$ cat config.mk
export PLATFORM = sky130hd
export DESIGN_NAME = spi_reg_decoder
export DESIGN_NICKNAME = d
export VERILOG_FILES = /design/src/rtl/spi_reg_pkg.sv /design/src/rtl/spi_reg_decoder_sync_ff.sv /design/src/rtl/spi_reg_decoder.sv
export SDC_FILE = /design/constraint.sdc
export NUM_CORES = 1
export LEC_CHECK = 0
export ABC_AREA = 1
export CORE_ASPECT_RATIO = 0.7
export CORE_MARGIN = 2
export CORE_UTILIZATION = 28
export DETAILED_ROUTE_END_ITERATION = 8
export REMOVE_ABC_BUFFERS = 1
export SYNTH_ARGS = -nofsm -noshare
export SYNTH_HDL_FRONTEND = slang
export SYNTH_SLANG_ARGS = --single-unit
$ cat constraint.sdc
create_clock -name clk -period 6.4 [get_ports clk]
set_input_delay 0.96 -clock clk [delete_from_list [all_inputs] [get_ports clk]]
set_output_delay 0.96 -clock clk [all_outputs]
set_load 0.005 [all_outputs]
$ cat src/rtl/spi_reg_pkg.sv
// Shared definitions for the SPI register decoder: byte/address widths,
// command-byte layout and the frame state encoding.
package spi_reg_pkg;

  localparam int BYTE_W     = 8;
  localparam int ADDR_W     = 7;
  localparam int CMD_WR_BIT = 7;

  typedef enum logic [1:0] {
    ST_IDLE  = 2'd0,
    ST_CMD   = 2'd1,
    ST_WRITE = 2'd2,
    ST_READ  = 2'd3
  } state_e;

  // Register address following a, wrapping 127 -> 0.
  function automatic logic [ADDR_W-1:0] next_addr(input logic [ADDR_W-1:0] a);
    return a + ADDR_W'(1);
  endfunction

endpackage

$ cat src/rtl/spi_reg_decoder_sync_ff.sv
// Parameterised-depth single-bit synchronizer for asynchronous inputs.
// The reset value is selectable so an idle-high signal such as chip select
// reads as inactive while reset is held.
module sync_ff #(
  parameter int   STAGES    = 2,
  parameter logic RESET_VAL = 1'b1
) (
  input  logic clk,
  input  logic rst_n,
  input  logic d,
  output logic q
);

  logic [STAGES-1:0] sync_q;
  logic [STAGES-1:0] sync_d;

  // Shift the raw input one stage further down the chain each cycle.
  always_comb begin
    sync_d = {sync_q[STAGES-2:0], d};
  end

  // Synchronizer flops, forced to the inactive value while in reset.
  always_ff @(posedge clk or negedge rst_n) begin
    if (!rst_n) begin
      sync_q <= {STAGES{RESET_VAL}};
    end else begin
      sync_q <= sync_d;
    end
  end

  assign q = sync_q[STAGES-1];

endmodule

$ cat src/rtl/spi_reg_decoder.sv
// Frame decoder for the SPI slave byte stream: a command byte selects
// read/write and a start address, following bytes write or read a bank of
// 8-bit registers with address auto-increment. Register 0 drives the LEDs.
module spi_reg_decoder
  import spi_reg_pkg::*;
#(
  parameter int NUM_REGS       = 16,
  parameter int CS_SYNC_STAGES = 2
) (
  input  logic                     clk,
  input  logic                     rst_n,
  input  logic [BYTE_W-1:0]        rx_data,
  input  logic                     rx_valid,
  input  logic                     cs,
  output logic [BYTE_W-1:0]        led,
  output logic [NUM_REGS*8-1:0]    regs_flat,
  output logic                     wr_strobe,
  output logic [ADDR_W-1:0]        wr_addr,
  output logic [BYTE_W-1:0]        wr_data,
  output logic [BYTE_W-1:0]        tx_data,
  output logic                     tx_load,
  output logic                     err,
  output logic                     frame_active
);

  // Register count widened to compare against a zero-extended address.
  localparam logic [ADDR_W:0] NUM_REGS_W = (ADDR_W+1)'(NUM_REGS);

  logic rst_int_n;
  logic cs_s;

  state_e            state_q, state_d;
  logic [ADDR_W-1:0] addr_q, addr_d;
  logic [BYTE_W-1:0] regs_q [NUM_REGS];
  logic [BYTE_W-1:0] regs_d [NUM_REGS];
  logic              wr_strobe_q, wr_strobe_d;
  logic [ADDR_W-1:0] wr_addr_q, wr_addr_d;
  logic [BYTE_W-1:0] wr_data_q, wr_data_d;
  logic [BYTE_W-1:0] tx_data_q, tx_data_d;
  logic              tx_load_q, tx_load_d;
  logic              err_q, err_d;

  logic              wr_en;
  logic              rd_en;
  logic [ADDR_W-1:0] rd_addr;
  logic [BYTE_W-1:0] rd_byte;

  // Reset asserts immediately but releases synchronously to clk.
  sync_ff #(
    .STAGES    (2),
    .RESET_VAL (1'b0)
  ) u_rst_sync (
    .clk   (clk),
    .rst_n (rst_n),
    .d     (1'b1),
    .q     (rst_int_n)
  );

  // Chip select is asynchronous to clk; only the synchronized copy is used.
  sync_ff #(
    .STAGES    (CS_SYNC_STAGES),
    .RESET_VAL (1'b1)
  ) u_cs_sync (
    .clk   (clk),
    .rst_n (rst_n),
    .d     (cs),
    .q     (cs_s)
  );

  // Frame parsing: next state, address counter, register writes and reads.
  always_comb begin
    state_d     = state_q;
    addr_d      = addr_q;
    regs_d      = regs_q;
    wr_strobe_d = 1'b0;
    wr_addr_d   = wr_addr_q;
    wr_data_d   = wr_data_q;
    tx_data_d   = tx_data_q;
    tx_load_d   = 1'b0;
    err_d       = err_q;
    wr_en       = 1'b0;
    rd_en       = 1'b0;
    rd_addr     = addr_q;
    rd_byte     = '0;

    case (state_q)
      ST_IDLE: begin
        if (!cs_s) state_d = ST_CMD;
      end
      ST_CMD: begin
        if (rx_valid) begin
          addr_d = rx_data[ADDR_W-1:0];
          if (rx_data[CMD_WR_BIT]) begin
            state_d = ST_WRITE;
          end else begin
            state_d = ST_READ;
            rd_en   = 1'b1;
            rd_addr = rx_data[ADDR_W-1:0];
          end
        end
      end
      ST_WRITE: begin
        if (rx_valid) begin
          wr_en  = 1'b1;
          addr_d = next_addr(addr_q);
        end
      end
      ST_READ: begin
        if (rx_valid) begin
          addr_d  = next_addr(addr_q);
          rd_en   = 1'b1;
          rd_addr = next_addr(addr_q);
        end
      end
      default: state_d = ST_IDLE;
    endcase

    if (wr_en) begin
      if ({1'b0, addr_q} < NUM_REGS_W) begin
        for (int i = 0; i < NUM_REGS; i++) begin
          if (addr_q == ADDR_W'(i)) regs_d[i] = rx_data;
        end
        wr_strobe_d = 1'b1;
        wr_addr_d   = addr_q;
        wr_data_d   = rx_data;
      end else begin
        err_d = 1'b1;
      end
    end

    if (rd_en) begin
      for (int i = 0; i < NUM_REGS; i++) begin
        if (rd_addr == ADDR_W'(i)) rd_byte = regs_q[i];
      end
      tx_load_d = 1'b1;
      tx_data_d = rd_byte;
      if (!({1'b0, rd_addr} < NUM_REGS_W)) err_d = 1'b1;
    end

    if (cs_s) state_d = ST_IDLE;
  end

  // State, register bank and registered outputs.
  always_ff @(posedge clk or negedge rst_int_n) begin
    if (!rst_int_n) begin
      state_q     <= ST_IDLE;
      addr_q      <= '0;
      for (int i = 0; i < NUM_REGS; i++) regs_q[i] <= '0;
      wr_strobe_q <= 1'b0;
      wr_addr_q   <= '0;
      wr_data_q   <= '0;
      tx_data_q   <= '0;
      tx_load_q   <= 1'b0;
      err_q       <= 1'b0;
    end else begin
      state_q     <= state_d;
      addr_q      <= addr_d;
      regs_q      <= regs_d;
      wr_strobe_q <= wr_strobe_d;
      wr_addr_q   <= wr_addr_d;
      wr_data_q   <= wr_data_d;
      tx_data_q   <= tx_data_d;
      tx_load_q   <= tx_load_d;
      err_q       <= err_d;
    end
  end

  for (genvar g = 0; g < NUM_REGS; g++) begin : g_flat
    assign regs_flat[8*g +: 8] = regs_q[g];
  end

  assign led          = regs_q[0];
  assign wr_strobe    = wr_strobe_q;
  assign wr_addr      = wr_addr_q;
  assign wr_data      = wr_data_q;
  assign tx_data      = tx_data_q;
  assign tx_load      = tx_load_q;
  assign err          = err_q;
  assign frame_active = (state_q != ST_IDLE);

endmodule
==> results.md <==
- Top cells by count, synth: nand2_1, dfrtp_1, o21ai_0
- Final-report max-slew violation count: 0
- TritonCTS clock tree: done
- Gate Count Post-Synth: 956
- R2R Setup Slk: 2870 ps
- Share of cells above drive strength 1: 7.41%
- Crit path launch type: input port
- Site Rows: 51
- I/O pin count: 175
- Distinct cells, synth: 37
- Hold WS: 291 ps
- RePlAce Congestion: 0.879
- Number of flops mapped to enable cells by yosys: 0
- Skew final: 12.7 ps
- H-tree Lvls: 4
- Port Buf Inserts: 174
- CP max FO: 33
- Min-delay worst type: flip-flop to async pin
- Element type at the critical path end: flip-flop
- Power Dens Cells: 259 nW/um^2
- Max-Cap Viols: 0
- Status: finished, final reports clean
- Post-synth top area share: 52.9%
- Largest net degree at the start of global routing: 72
- Post-DRT Antenna Nets: 0
- CP max stage delay: 860 ps
- Avg Vias per Cell: 4.74
- Worst rel slew slack: 35.1%
- Setup violators final: 0
- # hold bufs at CTS: 0
- Initial antenna violation count: 0
- Peak supply drop: 207 uV
- Synth top area cells: dfrtp_1, nand2_1, o21ai_0
- Warnings, synthesis: 0
- Crit path time final: 4250 ps
- GRT Residual Overflow: 0
- Nets: 1,123
- Clock buffer count from CTS: 17
- Clock Tree Buf Depth: 2
- Number of global-route vias before repair: 6,596
- Die X: 204 um
- Synth Area in Compound Gates: 11.4%
- Clock sinks: 167
- Most used DFF post-synth: dfrtp_1
- Main combinational cell family by area after synthesis: simple AND/OR/NAND/NOR gates
- Reg clk slew, reported paths: 70 ps
- Pre-antenna DRT Iters: 5
- Setup Fix Bufs, Post-CTS: 0
- RSZ-0062 raised after global routing: no
- Multiplexer share of the synthesized area: 0.144%
- Residual DRC: 0
- Drt wl/cell: 18.9 um
- Synthesized area: 7810 sq um
- Number of DRC markers in iteration 0: 747
- Vias: 7,069
- Crit. path cell count: 18
- Worst setup path end: tx_data[4]
- Area growth syn-to-layout: 33.4%
- Post-Synth XOR/XNOR Area: 0.112%
- Gr usage total: 19.8%
- Core ar.: 27,600 sq um
- Critical path data required time: 6720 ps
- Clk_lat worst skew: 440 ps
- Async set-or-reset flop fraction in the synthesized netlist: 100%
- Synth Register Bits: 167
- CP Class: input port to flip-flop
- Cell taking the most area after synthesis: dfrtp_1
- Post-DP HPWL: 20.7 mm
- Synth Area in Simple Gates: 27.0%
- First-pass GRT wire length: 42.7 mm
- Most used cell, CP: nand2_1
- R2r endpoint: tx_data[4]
- Leak: 4.53 nW
- R2r worst-path depth: 18
- RR Startpoint: addr_q[1]
- Starting Density: 28.3%
- Ant. Diodes: 0
- FMAX: 235 MHz
- Post-Synth Adder-Cell Area: 0.641%
- Cell chain of the critical path: clkdlybuf4s50_1 > nand2_1 > o21ai_1 > nand2_1 > nor2_1 > nand3_1 > nand2_2 > nand3_2 > nor2_2 > inv_2 > o21ai_0 > inv_1 > nand2_1 > nand4_1 > nor2_1 > nand4_1 > nand3_1 > nand2_1
- Final Hold Viols: 0
- Setup TNS: 0 ps
- Post-synthesis sequential area ratio: 53.5%
- Arr. time, crit path: 4560 ps
- Crit share post-route: 66.3%
- Least-Margin Pin Slew: 972 ps
- Clock Root Buffer: clkbuf_16
- Total Wirelength: 28.2 mm
- Crit path buf inv count: 3
- Cts repair resizes: 0
- Die area: 29,300 sq um
- CP Launch Point: rx_valid
- Count leader, synth: nand2_1
- Synth Area per Inst: 8.17 sq um
- CP top delay family: simple AND/OR/NAND/NOR gates
- Slowest cell on crit path: clkdlybuf4s50_1
- Die Ht: 144 um
through the flow:
| stage | std cells | util (%) | worst slack, ps | power (mW) | cell area (sq um) |
|---|---|---|---|---|---|
| 6_report | 1491 | 37.7 | 2150 | 2.70 | 10400 |
| 5_1_grt | 1491 | 37.7 | 1930 | 2.83 | 10400 |
| 4_1_cts | 1491 | 37.7 | 2230 | 2.72 | 10400 |
| 3_5_place_dp | 1459 | 35.5 | 1800 | 1.65 | 9810 |
| 3_3_place_gp | 1459 | 35.5 | 1840 | 1.65 | 9810 |
| 2_1_floorplan | 912 | - | 1460 | 1.42 | 7580 |
placed cells by master, fill, tap and decap left out, types with 2 or more instances in the layout:
cell type / n
o211ai_1: 3
nor2_2: 7
clkbuf_8: 3
bufinv_16: 2
dfstp_2: 2
or2_0: 3
nand4_1: 28
buf_4: 2
nor2_1: 71
nand2_2: 6
o221ai_1: 2
or2_2: 3
clkdlybuf4s50_1: 174
ha_1: 4
nor2_4: 8
clkinv_4: 4
inv_1: 76
inv_6: 3
a22oi_1: 2
o21ai_0: 150
nand3_2: 5
clkbuf_16: 17
nand2_1: 296
dfrtp_1: 164
clkinvlp_4: 2
inv_2: 11
nor3_1: 3
a21oi_1: 10
nand3_1: 45
worst reg2reg max path, cell delays in order (launching register included):
cell and delay (ps):
dfrtp_1 450, ha_1 230, inv_1 60, nor2_1 210, nand4_1 120, nand2_1 150, nand3_1 130, nand2_2 470
nand3_2 270, nor2_2 360, inv_2 100, o21ai_0 90, inv_1 60, nand2_1 70, nand4_1 90, nor2_1 240
nand4_1 170, nand3_1 100, nand2_1 70
routing by layer:
layer | part of all wire, % | up-vias | wire length, um | global-route usage [%]
met3 | 8.5 | 22 | 2380 | 5.46
li1 | - | 3379 | - | -
met1 | 51 | 3369 | 14400 | 30.9
met5 | 0 | - | 0 | 0
met4 | 1.2 | 0 | 333 | 4.84
met2 | 39 | 299 | 11100 | 26.3
sequential cells by signal (all words and copies together) (netlist names):
register           cells
u_cs_sync.sync_q       2
state_q                2
tx_data                8
regs_flat            120
err                    1
wr_addr                7
tx_load                1
wr_strobe              1
led                    8
wr_data                8
addr_q                 7
u_rst_sync.sync_q      2
worst min path at each step:
stage                               startpoint                    to  cells past startpoint
after global placement    u_rst_sync.sync_q[1]            state_q[1]                      0
after floorplan           u_rst_sync.sync_q[0]  u_rst_sync.sync_q[1]                      0
final                     u_rst_sync.sync_q[1]            wr_addr[3]                      0
after detailed placement  u_rst_sync.sync_q[1]            state_q[1]                      0
after CTS                 u_rst_sync.sync_q[1]            wr_addr[3]                      0
after global routing      u_rst_sync.sync_q[1]            wr_addr[3]                      0
cells by family (layout without fill, tap and decap cells):
kind of cell,count (synthesis),after routing
and+or+nand+nor,480,480
AOI/OAI and AO/OA,171,171
DFF,167,167
buffers and inverters,131,295
adders and majority gates,4,4
other,1,1
xor gates and xnor gates,1,1
muxes,1,1
power by group:
group | switching, mW | internal, mW
logic | 0.254 | 0.176
registers | 0.0782 | 1.12
clock network | 0.454 | 0.611
area by class of cell:
type                            instances  area [sq um]
Tap cell                              371           464
Multi-Input combinational cell        658          3070
Sequential cell                       167          4190
Clock inverter                         12           141
Fill cell                            2842         17200
Timing Repair Buffer                  176          1760
Inverter                               87           327
Clock buffer                           20           467
Power figures use the tool's default switching activity.
